$ cat src/rtl/hyperbus_rx_packer.sv
// HyperBus read-data packer: turns the PHY's 16-bit read words into little-endian
// 32-bit words for the uDMA RX FIFO, dropping the non-aligned pad byte and zero-padding the tail.
module hyperbus_rx_packer #(
    parameter int TRANS_SIZE = 16
) (
    input  logic                  clk_i,
    input  logic                  rst_i,
    input  logic                  cfg_valid_i,
    output logic                  cfg_ready_o,
    input  logic [TRANS_SIZE-1:0] cfg_size_i,
    input  logic                  cfg_na_i,
    input  logic [15:0]           rx_phy_data_i,
    input  logic                  rx_phy_valid_i,
    output logic                  rx_phy_ready_o,
    output logic [31:0]           rx_fifo_data_o,
    output logic [2:0]            rx_fifo_bytes_o,
    output logic                  rx_fifo_valid_o,
    input  logic                  rx_fifo_ready_i,
    output logic                  busy_o,
    output logic                  done_o
);

    typedef enum logic [1:0] {
        IDLE  = 2'd0,
        RUN   = 2'd1,
        FLUSH = 2'd2
    } state_e;

    state_e                state_q, state_d;
    logic                  init_q, init_d;
    logic [TRANS_SIZE-1:0] bytes_left_q, bytes_left_d;
    logic [TRANS_SIZE:0]   words_left_q, words_left_d;
    logic                  drop_q, drop_d;
    logic [23:0]           acc_q, acc_d;
    logic [1:0]            acc_cnt_q, acc_cnt_d;
    logic [31:0]           out_data_q, out_data_d;
    logic [2:0]            out_bytes_q, out_bytes_d;
    logic                  out_valid_q, out_valid_d;
    logic                  out_last_q, out_last_d;
    logic                  zero_q, zero_d;
    logic                  zero_arm_q, zero_arm_d;

    logic                  out_free;
    logic                  phy_hs;
    logic                  fifo_hs;
    logic                  last_word;
    logic [TRANS_SIZE:0]   wsum;
    logic [15:0]           nb;
    logic [1:0]            n;
    logic [2:0]            sum;
    logic [39:0]           comb;

    always_comb begin
        state_d      = state_q;
        init_d       = 1'b0;
        bytes_left_d = bytes_left_q;
        words_left_d = words_left_q;
        drop_d       = drop_q;
        acc_d        = acc_q;
        acc_cnt_d    = acc_cnt_q;
        out_data_d   = out_data_q;
        out_bytes_d  = out_bytes_q;
        out_valid_d  = out_valid_q;
        out_last_d   = out_last_q;
        zero_d       = zero_q;
        zero_arm_d   = zero_arm_q;

        // init_q masks cfg_ready_o for the first cycle after reset releases
        cfg_ready_o    = (state_q == IDLE) && !init_q && !rst_i;
        out_free       = !out_valid_q || rx_fifo_ready_i;
        rx_phy_ready_o = (state_q == RUN) && (words_left_q != '0) && out_free && !rst_i;
        phy_hs         = rx_phy_valid_i && rx_phy_ready_o;
        fifo_hs        = out_valid_q && rx_fifo_ready_i;
        done_o         = ((fifo_hs && out_last_q) || ((state_q == RUN) && zero_arm_q)) && !rst_i;
        last_word      = (words_left_q == (TRANS_SIZE+1)'(1));

        wsum = {1'b0, cfg_size_i} + (TRANS_SIZE+1)'(cfg_na_i) + (TRANS_SIZE+1)'(1);

        if (drop_q) begin
            nb = {8'd0, rx_phy_data_i[15:8]};
            n  = 2'd1;
        end else if (bytes_left_q == TRANS_SIZE'(1)) begin
            nb = {8'd0, rx_phy_data_i[7:0]};
            n  = 2'd1;
        end else begin
            nb = rx_phy_data_i;
            n  = 2'd2;
        end
        sum  = 3'(acc_cnt_q) + 3'(n);
        comb = {16'd0, acc_q} | ({24'd0, nb} << {acc_cnt_q, 3'b000});

        if (fifo_hs) begin
            out_valid_d = 1'b0;
        end

        case (state_q)
            IDLE: begin
                if (cfg_valid_i && cfg_ready_o) begin
                    bytes_left_d = cfg_size_i;
                    drop_d       = cfg_na_i;
                    words_left_d = wsum >> 1;
                    acc_d        = '0;
                    acc_cnt_d    = '0;
                    zero_d       = (cfg_size_i == '0);
                    zero_arm_d   = 1'b0;
                    state_d      = RUN;
                end
            end
            RUN: begin
                // zero-length: one idle RUN cycle, then done in the next
                if (zero_q) begin
                    zero_d     = 1'b0;
                    zero_arm_d = 1'b1;
                end
                if (zero_arm_q) begin
                    zero_arm_d = 1'b0;
                    state_d    = IDLE;
                end
                if (phy_hs) begin
                    words_left_d = words_left_q - (TRANS_SIZE+1)'(1);
                    bytes_left_d = bytes_left_q - TRANS_SIZE'(n);
                    drop_d       = 1'b0;
                    if (sum >= 3'd4) begin
                        out_data_d  = comb[31:0];
                        out_bytes_d = 3'd4;
                        out_valid_d = 1'b1;
                        out_last_d  = last_word && (sum == 3'd4);
                        acc_d       = {16'd0, comb[39:32]};
                        acc_cnt_d   = 2'(sum - 3'd4);
                        if (last_word && (sum != 3'd4)) begin
                            state_d = FLUSH;
                        end
                    end else if (last_word) begin
                        out_data_d  = comb[31:0];
                        out_bytes_d = sum;
                        out_valid_d = 1'b1;
                        out_last_d  = 1'b1;
                        acc_d       = '0;
                        acc_cnt_d   = '0;
                    end else begin
                        acc_d     = comb[23:0];
                        acc_cnt_d = sum[1:0];
                    end
                end
                if (fifo_hs && out_last_q) begin
                    state_d = IDLE;
                end
            end
            FLUSH: begin
                // the leftover byte waits here until the previous full word drains
                if ((acc_cnt_q != '0) && out_free) begin
                    out_data_d  = {24'd0, acc_q[7:0]};
                    out_bytes_d = 3'd1;
                    out_valid_d = 1'b1;
                    out_last_d  = 1'b1;
                    acc_d       = '0;
                    acc_cnt_d   = '0;
                end
                if (fifo_hs && out_last_q) begin
                    state_d = IDLE;
                end
            end
            default: state_d = IDLE;
        endcase
    end

    always_ff @(posedge clk_i) begin
        if (rst_i) begin
            state_q      <= IDLE;
            init_q       <= 1'b1;
            bytes_left_q <= '0;
            words_left_q <= '0;
            drop_q       <= 1'b0;
            acc_q        <= '0;
            acc_cnt_q    <= '0;
            out_data_q   <= '0;
            out_bytes_q  <= '0;
            out_valid_q  <= 1'b0;
            out_last_q   <= 1'b0;
            zero_q       <= 1'b0;
            zero_arm_q   <= 1'b0;
        end else begin
            state_q      <= state_d;
            init_q       <= init_d;
            bytes_left_q <= bytes_left_d;
            words_left_q <= words_left_d;
            drop_q       <= drop_d;
            acc_q        <= acc_d;
            acc_cnt_q    <= acc_cnt_d;
            out_data_q   <= out_data_d;
            out_bytes_q  <= out_bytes_d;
            out_valid_q  <= out_valid_d;
            out_last_q   <= out_last_d;
            zero_q       <= zero_d;
            zero_arm_q   <= zero_arm_d;
        end
    end

    assign rx_fifo_data_o  = out_data_q;
    assign rx_fifo_bytes_o = out_bytes_q;
    assign rx_fifo_valid_o = out_valid_q;
    assign busy_o          = (state_q != IDLE);

endmodule

$ cat config.mk
export PLATFORM = sky130hd
export DESIGN_NAME = hyperbus_rx_packer
export DESIGN_NICKNAME = d
export VERILOG_FILES = /design/src/rtl/hyperbus_rx_packer.sv
export SDC_FILE = /design/constraint.sdc
export NUM_CORES = 1
export LEC_CHECK = 0
export BUFFER_PORTS_ARGS = -buffer_cell sky130_fd_sc_hd__buf_2
export CORE_MARGIN = 2
export CORE_UTILIZATION = 40
export CTS_CLUSTER_SIZE = 40
export DETAILED_ROUTE_END_ITERATION = 8
export GPL_TIMING_DRIVEN = 0
export PLACE_DENSITY = 0.59
export SETUP_SLACK_MARGIN = 0.1
export SLEW_MARGIN = 10
export SYNTH_ARGS = -nofsm -noshare
export SYNTH_HDL_FRONTEND = slang
export SYNTH_SLANG_ARGS = --single-unit
export TNS_END_PERCENT = 100
$ cat constraint.sdc
create_clock -name clk_i -period 4.8 [get_ports clk_i]
set_clock_uncertainty 0.15 [all_clocks]
set_input_delay 0.72 -clock clk_i [delete_from_list [all_inputs] [get_ports clk_i]]
set_output_delay 0.72 -clock clk_i [all_outputs]
set_load 0.05 [all_outputs]
==> Word level (Yosys, flattened, before mapping) <==
Index checks and enable logic that the tools add are counted.
{ "word_totals": {"ff_bits": 102, "out_inout_bits": 40, "word_cells": 126} }
{ "op_classes": {"addsub": 6, "n_reduce_logical": 32, "mux": 61, "n_shift": 1, "n_lt_le_gt_ge": 1, "n_eq_ne": 11, "n_bitwise": 1} }
{ "ops": {"columns": ["operator", "n"], "rows": [
  ["32-bit two-way mux", 4],
  ["24-bit two-way mux", 5],
  ["24-bit one-hot mux with 3 select lines", 1],
  ["16-bit two-way mux", 4],
  ["32-bit one-hot mux with 2 select lines", 1],
  ["24-bit by 40-bit bitwise OR with 40-bit output", 1],
  ["16-bit by 5-bit left shift with 40-bit output", 1],
  ["17-bit two-way mux", 2],
  ["17-bit one-hot mux with 2 select lines", 1],
  ["16-bit one-hot mux with 2 select lines", 1],
  ["2-bit two-way mux", 14],
  ["16-bit by 1-bit adder with 17-bit output", 1],
  ["17-bit by 1-bit adder with 17-bit output, second input constant", 1],
  ["17-bit by 1-bit equality test with 1-bit output, second input constant", 1],
  ["17-bit nonzero test", 1],
  ["17-bit by 1-bit subtractor with 17-bit output, second input constant", 1],
  ["16-bit by 1-bit equality test with 1-bit output, second input constant", 1],
  ["16-bit zero test", 1],
  ["1-bit two-way mux", 16],
  ["16-bit by 2-bit subtractor with 16-bit output", 1],
  ["1-bit logical AND", 14],
  ["3-bit two-way mux", 4],
  ["2-bit one-hot mux with 3 select lines", 2],
  ["1-bit one-hot mux with 2 select lines", 5],
  ["other kinds (19)", 29]
]} }

==> Longest topological paths before layout <==
Gate-level depths: netlist of the first run.
{ "logic_depth": {"ltp_word": 11, "mapped_depth": 13, "depth_no_buf": 13} }

==> Worst setup path before layout of the first run <==
Ideal clock, no wire load.
{ "synth_path": {"path_kind": "reg2reg", "from": "register bytes_left_q[10]", "to": "register bytes_left_q[12]", "t_arrival_ns": 3.178, "setup_time_ns": 0.117, "path_stages_with_launch": 14, "path_slack_ns": 1.355, "period_less_slack_ns": 3.445, "path_cell_list": "dfxtp_1 > or3_1 > nor3_1 > and3_1 > or2_2 > ha_1 > inv_1 > fa_1 > or3_1 > nor3_1 > inv_1 > o41ai_1 > nand2_1 > a32o_1"} }
{ "synth_between": {"elab_chain_len": 6} }
{ "synth_rtl": {"columns": ["item", "line", "text"], "rows": [
  ["from (decl)", "31", "logic [TRANS_SIZE-1:0] bytes_left_q, bytes_left_d;"],
  ["from (signal assigned)", "185", "bytes_left_q <= bytes_left_d;"],
  ["16-bit by 1-bit equality test with 1-bit output", "82", "end else if (bytes_left_q == TRANS_SIZE'(1)) begin"],
  ["2-bit two-way mux", "82", null],
  ["2-bit two-way mux", "79", "if (drop_q) begin"],
  ["16-bit by 2-bit subtractor with 16-bit output (*)", "121", "bytes_left_d = bytes_left_q - TRANS_SIZE'(n);"],
  ["16-bit two-way mux (*)", "119", "if (phy_hs) begin"],
  ["16-bit one-hot mux with 2 select lines (*)", "96", "case (state_q)"]
]} }
Every way passes the cells marked *; elsewhere a longest branch is shown, timed or not. The select of a mux whose other input is x is not followed.
A chain may end at the register's enable or synchronous reset.

==> Worst setup path after layout of the first run <==
{ "layout_path": {"from": "register bytes_left_q[6]", "to": "register bytes_left_q[12]"} }
The elaborated chain is that of the path after synthesis.

==> results.json, run 1 <==
{
  "maxSlewViolCount": 0,
  "multi_input_area_sq_um": 3280,
  "initial_core_util_pct": 40.6,
  "cpMostUsedCell": "inv_1",
  "num_antenna_cells": 0,
  "clk_latency_ns": 0.36,
  "setup_ws_ns": 0.632,
  "synth_area_leader_cell": "dfxtp_1",
  "synth_edf_count": 0,
  "worstReg2RegStart": "bytes_left_q[6]",
  "syn_to_final_growth_pct": 15.9,
  "startpoint_type": "flip-flop",
  "dpl_cell_area_sq_um": 6190,
  "clk_path_buf_depth": 2,
  "final_cells": 922,
  "clk_pin_slew_ns": 0.07,
  "wirelength_um": 19400,
  "num_vias": 5766,
  "dr.pass1.iters": 8,
  "hold_start": "zero_q",
  "cap_violations": 0,
  "vdd.ir_drop.worst_mv": 0.183,
  "rrSetupSlack_ns": 0.63,
  "endpoint_kind": "flip-flop",
  "synth_seq_area_share_pct": 36.6,
  "grtUsageTotal_pct": 26.3,
  "grt_pass1_vias": 5493,
  "viasPerCell": 6.25,
  "min_delay_path_depth": 2,
  "ys_ff_latch": 102,
  "yosys_warnings": 0,
  "ff_latch_area_sq_um": 2040,
  "async_flop_share_pct": 0,
  "avgSynthCellArea_sq_um": 8.59,
  "cp_slowest_cell": "nor4_1",
  "rsz0062_at_grt": "false",
  "p_leak_nw": 2.49,
  "synth_cells": 650,
  "nets": 787,
  "die_area_sq_um": 14900,
  "r2r-end": "bytes_left_q[12]",
  "cts_setup_buffers": 0,
  "crit_path_cell_trace": "nor4_1 > and3_1 > or2_2 > ha_1 > inv_1 > fa_1 > or3_1 > nor3_1 > inv_1 > o41ai_1 > nand2_1 > a32o_1",
  "cp.required_ns": 4.91,
  "antenna_left": 0,
  "dp_cells": 906,
  "syn_area_sq_um": 5590,
  "ctsHoldBuffers": 0,
  "antenna_found_initial": 0,
  "stdcell_area_sq_um": 6480,
  "htree_levels": 3,
  "critPathTopFamily": "simple AND/OR/NAND/NOR gates",
  "hold_violations": 0,
  "crit_path_start": "bytes_left_q[6]",
  "grt_pass1_wl_um": 30100,
  "path_buf_inv": 2,
  "crit_path_max_incr_delay_ns": 0.82,
  "dp_worst_setup_slack_ns": 0.803,
  "place.gp.congestion": 0.936,
  "cts_root_buf": "clkbuf_16",
  "wl_per_cell_um": 21.0,
  "fin_crit_sh_pct": 86.8,
  "setup_tns_ns": 0,
  "cts_made_buffers": 9,
  "port_buffers": 76,
  "dieWidth_um": 122,
  "p_per_area_nw_per_um2": 407,
  "overflow": 0,
  "grt_start_max_net_pins": 19,
  "synth.distinct_cells": 67,
  "reg2reg_depth": 12,
  "ys_top_cells_by_area": "dfxtp_1, a21oi_1, nand2_1, a22o_1, nor2_1",
  "core_region_area_sq_um": 13800,
  "fp.dieH_um": 122,
  "post_cts_resized": 0,
  "hpwl_um": 14200,
  "synth_ff_type": "dfxtp_1",
  "hold_class": "flip-flop to flip-flop",
  "outcome": "finished, final reports clean",
  "cts_tree": "built",
  "worstSetupPathType": "flip-flop to flip-flop",
  "synthesis.nets": 700,
  "drt_iter0_markers": 648,
  "drc": 0,
  "setup_violations": 0,
  "worst-path-max-fanout": 6,
  "fin_crit_ns": 4.17,
  "rows": 43,
  "cts.sinks": 102,
  "fmax_mhz": 240,
  "power_mw": 2.63,
  "drive_gt1_share_pct": 19.0,
  "hold_end": "zero_q",
  "max_slew_margin_pct": 33.7,
  "arrival_ns": 4.27,
  "fillers": 1413,
  "synth_top_area_share_pct": 36.6,
  "top_level_ports": 78,
  "worstMarginPinSlew_ns": 0.985
}
==> where the power goes <==
part           internal (mW)  switching, mW  total, mW
Sequential             0.912         0.0570      0.969
Combinational          0.291          0.657      0.948
Clock                  0.359          0.357      0.716
==> worst min-delay path, stage by stage, from the launching register on <==
cell and delay [ns]:
dfxtp_1 0.32, nand2_1 0.05, a21oi_1 0.05
==> logic make-up (layout without fill, tap and decap cells) <==
logic type | after synthesis | in the layout | share of synthesized area, %
buffers and inverters | 61 | 153 | 4.75
DFF | 102 | 102 | 36.6
AOI/OAI and AO/OA | 226 | 226 | 30.1
adders and majority gates | 12 | 12 | 2.96
muxes | 13 | 13 | 2.53
and+or+nand+nor | 223 | 223 | 21.1
xor gates and xnor gates | 13 | 13 | 2.04
==> final cells by class <==
class                      count  area share [%]
tap                          180            3.48
multi-input combinational    487            50.6
sequential                   102            31.5
buffer                        43            3.05
clock buffer                   9            3.48
timing repair buffer          76            5.87
inverter                      18            1.04
clock inverter                 7           0.908
==> cell usage in the layout, fill, tap and decap left out, drive strengths merged, types with 4 or more instances in the layout <==
cell type / instances
o2bb2ai: 18
nor3: 21
a211oi: 14
or3: 6
and3: 11
dfxtp: 102
clkbuf: 36
nor2: 44
a31o: 18
o22ai: 4
a22oi: 9
a31oi: 12
ha: 10
nand2b: 5
a221o: 16
nand3: 20
nor3b: 18
o211ai: 6
a21oi: 48
o21ai: 26
buf: 92
o32ai: 6
nor4: 13
mux2: 9
and2: 4
nand4: 7
nor2b: 9
xnor2: 7
nand2: 51
clkinv: 5
mux2i: 4
inv: 19
a22o: 19
a21o: 4
a32o: 5
xor2: 6
==> synthesized netlist by cell type (4+ instances only) <==
library cell / count
nor2b_1: 9
nand2b_1: 5
a221o_1: 16
xor2_1: 6
nor2_1: 44
a22o_1: 19
a21oi_1: 48
or3_1: 6
buf_2: 8
mux2_2: 9
mux2i_1: 4
o32ai_1: 6
a31o_2: 16
buf_1: 4
nor3_1: 21
a21o_1: 4
clkbuf_1: 27
xnor2_1: 7
ha_1: 10
inv_1: 18
and2_1: 4
a22oi_1: 9
nor4_1: 13
nor3b_1: 17
a32o_1: 5
dfxtp_1: 102
nand2_1: 51
a31oi_1: 10
a211oi_1: 12
o21ai_0: 26
nand4_1: 7
and3_1: 11
nand3_1: 19
o2bb2ai_1: 18
o211ai_1: 6
==> per-layer routing <==
layer  vias to the layer above  global-route usage, %  part of all wire [%]
met5                         -                      0                     0
met3                        49                   3.60                   6.5
met4                         0                   13.4                   3.5
li1                       2670                      -                     -
met1                      2774                   33.2                    42
met2                       273                   44.0                    48
==> per-stage QoR <==
stage	hold slack (ns)	utilization, %
6_report	0.311	47.0
5_1_grt	0.324	47.0
4_1_cts	0.312	47.0
3_5_place_dp	0.296	45.0
3_3_place_gp	0.294	45.0
2_1_floorplan	0.282	-
==> worst max path at each step <==
stage / to / slack (ns) / depth (start not counted)
final: bytes_left_q[12] / 0.63 / 12
after global routing: bytes_left_q[10] / 0.44 / 12
after CTS: bytes_left_q[12] / 0.78 / 12
after detailed placement: bytes_left_q[12] / 0.80 / 12
after global placement: bytes_left_q[12] / 0.86 / 12
after floorplan: bytes_left_q[12] / 1.35 / 13
==> sequential cells by signal, summed over array words and instances (netlist names) <==
register         count
rx_fifo_data_o      32
acc_q               24
words_left_q        17
bytes_left_q        16
rx_fifo_bytes_o      3
acc_cnt_q            2
state_q              2
drop_q               1
init_q               1
out_last_q           1
rx_fifo_valid_o      1
zero_arm_q           1
zero_q               1
No activity file was read; power rests on OpenSTA's default activity.
==> run 2: changes to the inputs <==
Settings changed: CELL_PAD_IN_SITES_DETAIL_PLACEMENT set to 1, CELL_PAD_IN_SITES_GLOBAL_PLACEMENT set to 1, PLACE_DENSITY 0.59 to 0.75.
==> run 2 against run 1 <==
Final area rose by 0.23%. Flip-flop and latch count did not move. Clock power grew 6.4%. Final cell count did not move. Hold slack got worse by 0.0068 ns. Sequential share of layout area down 0.073 points. Sequential power about the same. Worst setup slack got worse by 0.14 ns. First-iteration DRC count fell by 28%. Combinational power rose by 2.4%. Routed wire length is 9.4% higher. Critical path type unchanged.
==> results.json, run 2 (synthesis gave the netlist of run 1 again) <==
{
  "outcome": "finished, final reports clean",
  "fmax_mhz": 232,
  "grt_pass1_wl_um": 32900,
  "hold_end": "zero_q",
  "rows": 43,
  "maxSlewViolCount": 0,
  "stdcell_area_sq_um": 6490,
  "crit_path_cell_trace": "nor4_1 > and3_1 > or2_2 > ha_1 > inv_1 > fa_1 > or3_1 > nor3_1 > inv_1 > o41ai_1 > nand2_1 > a32o_1",
  "num_vias": 5773,
  "ctsHoldBuffers": 0,
  "largest_register_ffs": 32,
  "grtUsageTotal_pct": 28.9,
  "hold_start": "zero_q",
  "num_antenna_cells": 0,
  "hpwl_um": 15600,
  "overflow": 0,
  "die_area_sq_um": 14900,
  "drc": 0,
  "dp_worst_setup_slack_ns": 0.654,
  "place.gp.congestion": 0.888,
  "crit_path_max_incr_delay_ns": 0.83,
  "r2r-end": "bytes_left_q[12]",
  "reg2reg_depth": 12,
  "drt_iter0_markers": 465,
  "rsz0062_at_grt": "false",
  "hold_violations": 0,
  "viasPerCell": 6.26,
  "setup_ws_ns": 0.488,
  "top_level_ports": 78,
  "p_leak_nw": 2.50,
  "setup_violations": 0,
  "worstReg2RegStart": "bytes_left_q[6]",
  "final_common_cell": "dfxtp_1",
  "hold_class": "flip-flop to flip-flop",
  "port_buffers": 76,
  "grt_start_max_net_pins": 21,
  "max_slew_margin_pct": 32.7,
  "endpoint_kind": "flip-flop",
  "post_cts_resized": 0,
  "drive_gt1_share_pct": 19.0,
  "nets": 787,
  "dr.pass1.iters": 5,
  "worstSetupPathType": "flip-flop to flip-flop",
  "worstMarginPinSlew_ns": 1.00,
  "dieWidth_um": 122,
  "fin_crit_ns": 4.31,
  "p_per_area_nw_per_um2": 416,
  "dp_cells": 906,
  "cts_made_buffers": 9,
  "antenna_left": 0,
  "antenna_found_initial": 0,
  "min_delay_path_depth": 2,
  "wirelength_um": 21200,
  "critPathTopFamily": "simple AND/OR/NAND/NOR gates",
  "wl_per_cell_um": 23.0,
  "cts_setup_buffers": 0,
  "grt_pass1_vias": 5957,
  "cpMostUsedCell": "inv_1",
  "worst-path-max-fanout": 6,
  "startpoint_type": "flip-flop",
  "core_region_area_sq_um": 13800,
  "cap_violations": 0,
  "setup_tns_ns": 0,
  "fp.dieH_um": 122,
  "syn_to_final_growth_pct": 16.2,
  "final_cells": 922,
  "htree_levels": 3,
  "cts_root_buf": "clkbuf_16",
  "clk_path_buf_depth": 2,
  "cts_tree": "built",
  "path_buf_inv": 2,
  "rrSetupSlack_ns": 0.49,
  "cts.sinks": 102,
  "vdd.ir_drop.worst_mv": 0.186,
  "clk_pin_slew_ns": 0.08,
  "cp_slowest_cell": "nor4_1",
  "arrival_ns": 4.43,
  "final_cell_mix": "dfxtp_1, buf_2, nand2_1",
  "fin_crit_sh_pct": 89.8,
  "final_core_util_pct": 47.1,
  "initial_core_util_pct": 40.6,
  "cp.required_ns": 4.92,
  "dpl_cell_area_sq_um": 6190,
  "clk_latency_ns": 0.37
}
run 2: worst min-delay path: stages (launching register included):
cell	delay, ns
dfxtp_1	0.31
nand2_1	0.05
a21oi_1	0.05
run 2: through the flow:
step / power [mW] / hold slack [ns]
after floorplan: 1.64 / 0.282
final: 2.70 / 0.304
after global placement: 1.91 / 0.297
after detailed placement: 1.94 / 0.295
after global routing: 2.82 / 0.316
after CTS: 2.69 / 0.306
run 2: worst max-delay path by stage:
stage	start	endpoint	slack, ns	cells after the start
after floorplan	bytes_left_q[10]	bytes_left_q[12]	1.35	13
after global placement	bytes_left_q[6]	bytes_left_q[12]	0.85	12
after detailed placement	bytes_left_q[6]	bytes_left_q[12]	0.65	12
after CTS	bytes_left_q[10]	bytes_left_q[12]	0.61	13
after global routing	bytes_left_q[10]	bytes_left_q[12]	0.31	13
final	bytes_left_q[6]	bytes_left_q[12]	0.49	12
run 2: area by class of cell:
cell class	instances	area, sq um
inverter	18	67.6
sequential	102	2040
fill	1673	7280
timing repair buffer	76	380
clock inverter	7	73.8
multi-input combinational	487	3280
buffer	43	198
clock buffer	9	225
tap	180	225
run 2: routing by layer:
layer | share of wire, % | global-route usage [%] | wire length, um | vias to the layer above
met4 | 2.5 | 12.2 | 540 | 0
met3 | 6.0 | 3.89 | 1280 | 41
met1 | 42 | 35.2 | 8960 | 2822
li1 | - | - | - | 2678
met5 | 0 | 0 | 0 | -
met2 | 49 | 50.9 | 10400 | 232
run 2: where the power goes:
| group | leakage (nW) | internal, mW | switching [mW] | total (mW) |
|---|---|---|---|---|
| clock | 0.147 | 0.369 | 0.393 | 0.762 |
| sequential | 0.827 | 0.911 | 0.0581 | 0.969 |
| combinational | 1.53 | 0.292 | 0.679 | 0.971 |
==> run 3: changes to the inputs <==
Settings changed: CELL_PAD_IN_SITES_DETAIL_PLACEMENT 1 to not set, CELL_PAD_IN_SITES_GLOBAL_PLACEMENT 1 to not set, CORE_UTILIZATION 40 to 58, PLACE_DENSITY 0.75 to 0.8.
==> run 3 against run 2 <==
Combinational power decreased by 3.4%. Utilization increased by 21 points. Die area decreased by 30%. Routed wire length decreased by 17%. First-iteration DRC count increased by 23%.
==> results.json, run 3 (synthesis gave the netlist of run 1 again) <==
{
  "outcome": "finished, final reports clean",
  "drt_iter0_markers": 573,
  "dr.pass1.iters": 5,
  "clk_pin_slew_ns": 0.11,
  "worst-path-max-fanout": 6,
  "fin_crit_ns": 4.05,
  "drc": 0,
  "num_antenna_cells": 0,
  "endpoint_kind": "flip-flop",
  "final_core_util_pct": 68.1,
  "grt_pass1_vias": 5329,
  "max_slew_margin_pct": 36.5,
  "whs_ns": 0.293,
  "grt_use_met3_pct": 10.5,
  "clk_latency_ns": 0.39,
  "top_level_ports": 78,
  "cts_root_buf": "clkbuf_8",
  "arrival_ns": 4.19,
  "fp.dieH_um": 102,
  "p_leak_nw": 2.45,
  "htree_levels": 3,
  "syn_to_final_growth_pct": 13.2,
  "setup_tns_ns": 0,
  "use_met1_pct": 45.6,
  "port_buffers": 76,
  "worstMarginPinSlew_ns": 0.944,
  "place.gp.congestion": 1.00,
  "setup_ws_ns": 0.749,
  "vdd.ir_drop.worst_mv": 0.200,
  "antenna_left": 0,
  "clk_path_buf_depth": 2,
  "startpoint_type": "flip-flop",
  "reg2reg_depth": 13,
  "path_buf_inv": 2,
  "antenna_found_initial": 0,
  "core_region_area_sq_um": 9280,
  "num_vias": 5890,
  "nets": 787,
  "grt_pass1_wl_um": 27300,
  "cts_tree": "built",
  "rsz0062_at_grt": "false",
  "busiest_layer": "met2",
  "p_per_area_nw_per_um2": 388,
  "hpwl_um": 12900,
  "drive_gt1_share_pct": 18.9,
  "viasPerCell": 6.76,
  "fin_crit_sh_pct": 84.4,
  "critPathTopFamily": "simple AND/OR/NAND/NOR gates",
  "crit_path_cell_trace": "or3_1 > nor3_1 > and3_1 > or2_2 > ha_1 > inv_1 > fa_1 > or3_1 > nor3_1 > inv_1 > o41ai_1 > nand2_1 > a32o_1",
  "post_cts_resized": 0,
  "cap_violations": 0,
  "path_depth": 13,
  "maxSlewViolCount": 0,
  "cts_setup_buffers": 0,
  "dp_worst_setup_slack_ns": 0.747,
  "met2_usage_pct": 51.3,
  "min_delay_path_depth": 1,
  "grtUsageTotal_pct": 33.6,
  "largest_register_ffs": 32,
  "crit_path_max_incr_delay_ns": 0.44,
  "final_cell_mix": "dfxtp_1, buf_2, nand2_1",
  "rows": 35,
  "initial_core_util_pct": 60.2,
  "worstSetupPathType": "flip-flop to flip-flop",
  "overflow": 0,
  "cp_slowest_cell": "or3_1",
  "grt_start_max_net_pins": 20,
  "wl_per_cell_um": 20.2,
  "cts.sinks": 102,
  "cp.required_ns": 4.94,
  "setup_violations": 0,
  "ctsHoldBuffers": 0,
  "hold_violations": 0,
  "die_area_sq_um": 10400,
  "wirelength_um": 17600,
  "cts_made_buffers": 9,
  "final_common_cell": "dfxtp_1",
  "dieWidth_um": 102,
  "hold_class": "input port to flip-flop",
  "fmax_mhz": 247
}
-- run 3: cell type report --
class / instances / area, sq um
Multi-Input combinational cell: 487 / 3280
Fill cell: 797 / 2960
Sequential cell: 102 / 2040
Timing Repair Buffer: 76 / 380
Buffer: 43 / 198
Tap cell: 129 / 161
Clock buffer: 10 / 128
Clock inverter: 6 / 67.6
Inverter: 18 / 67.6
-- run 3: through the flow --
| stage | power, mW | area (sq um) | std cells |
|---|---|---|---|
| 6_report | 2.45 | 6320 | 871 |
| 3_3_place_gp | 1.86 | 6130 | 855 |
| 3_5_place_dp | 1.89 | 6130 | 855 |
| 4_1_cts | 2.42 | 6320 | 871 |
| 5_1_grt | 2.55 | 6320 | 871 |
| 2_1_floorplan | 1.64 | 5590 | 650 |
-- run 3: power breakdown --
| group | internal (mW) | total [mW] | switching, mW |
|---|---|---|---|
| clock | 0.205 | 0.552 | 0.347 |
| combinational | 0.291 | 0.938 | 0.647 |
| sequential | 0.912 | 0.964 | 0.0528 |
-- run 3: layer usage --
| layer | up-vias | wire [um] |
|---|---|---|
| met4 | 0 | 486 |
| met5 | - | 0 |
| met3 | 52 | 2150 |
| met1 | 2772 | 7230 |
| li1 | 2664 | - |
| met2 | 402 | 7710 |
-- run 3: final timing paths --
kind                                          from                 end  slack [ns]
worst min-delay path                         rst_i              init_q        0.29
worst max-delay path              bytes_left_q[10]    bytes_left_q[12]        0.75
worst max register to register    bytes_left_q[10]    bytes_left_q[12]        0.75
worst min register to register  rx_fifo_bytes_o[1]  rx_fifo_bytes_o[1]        0.32
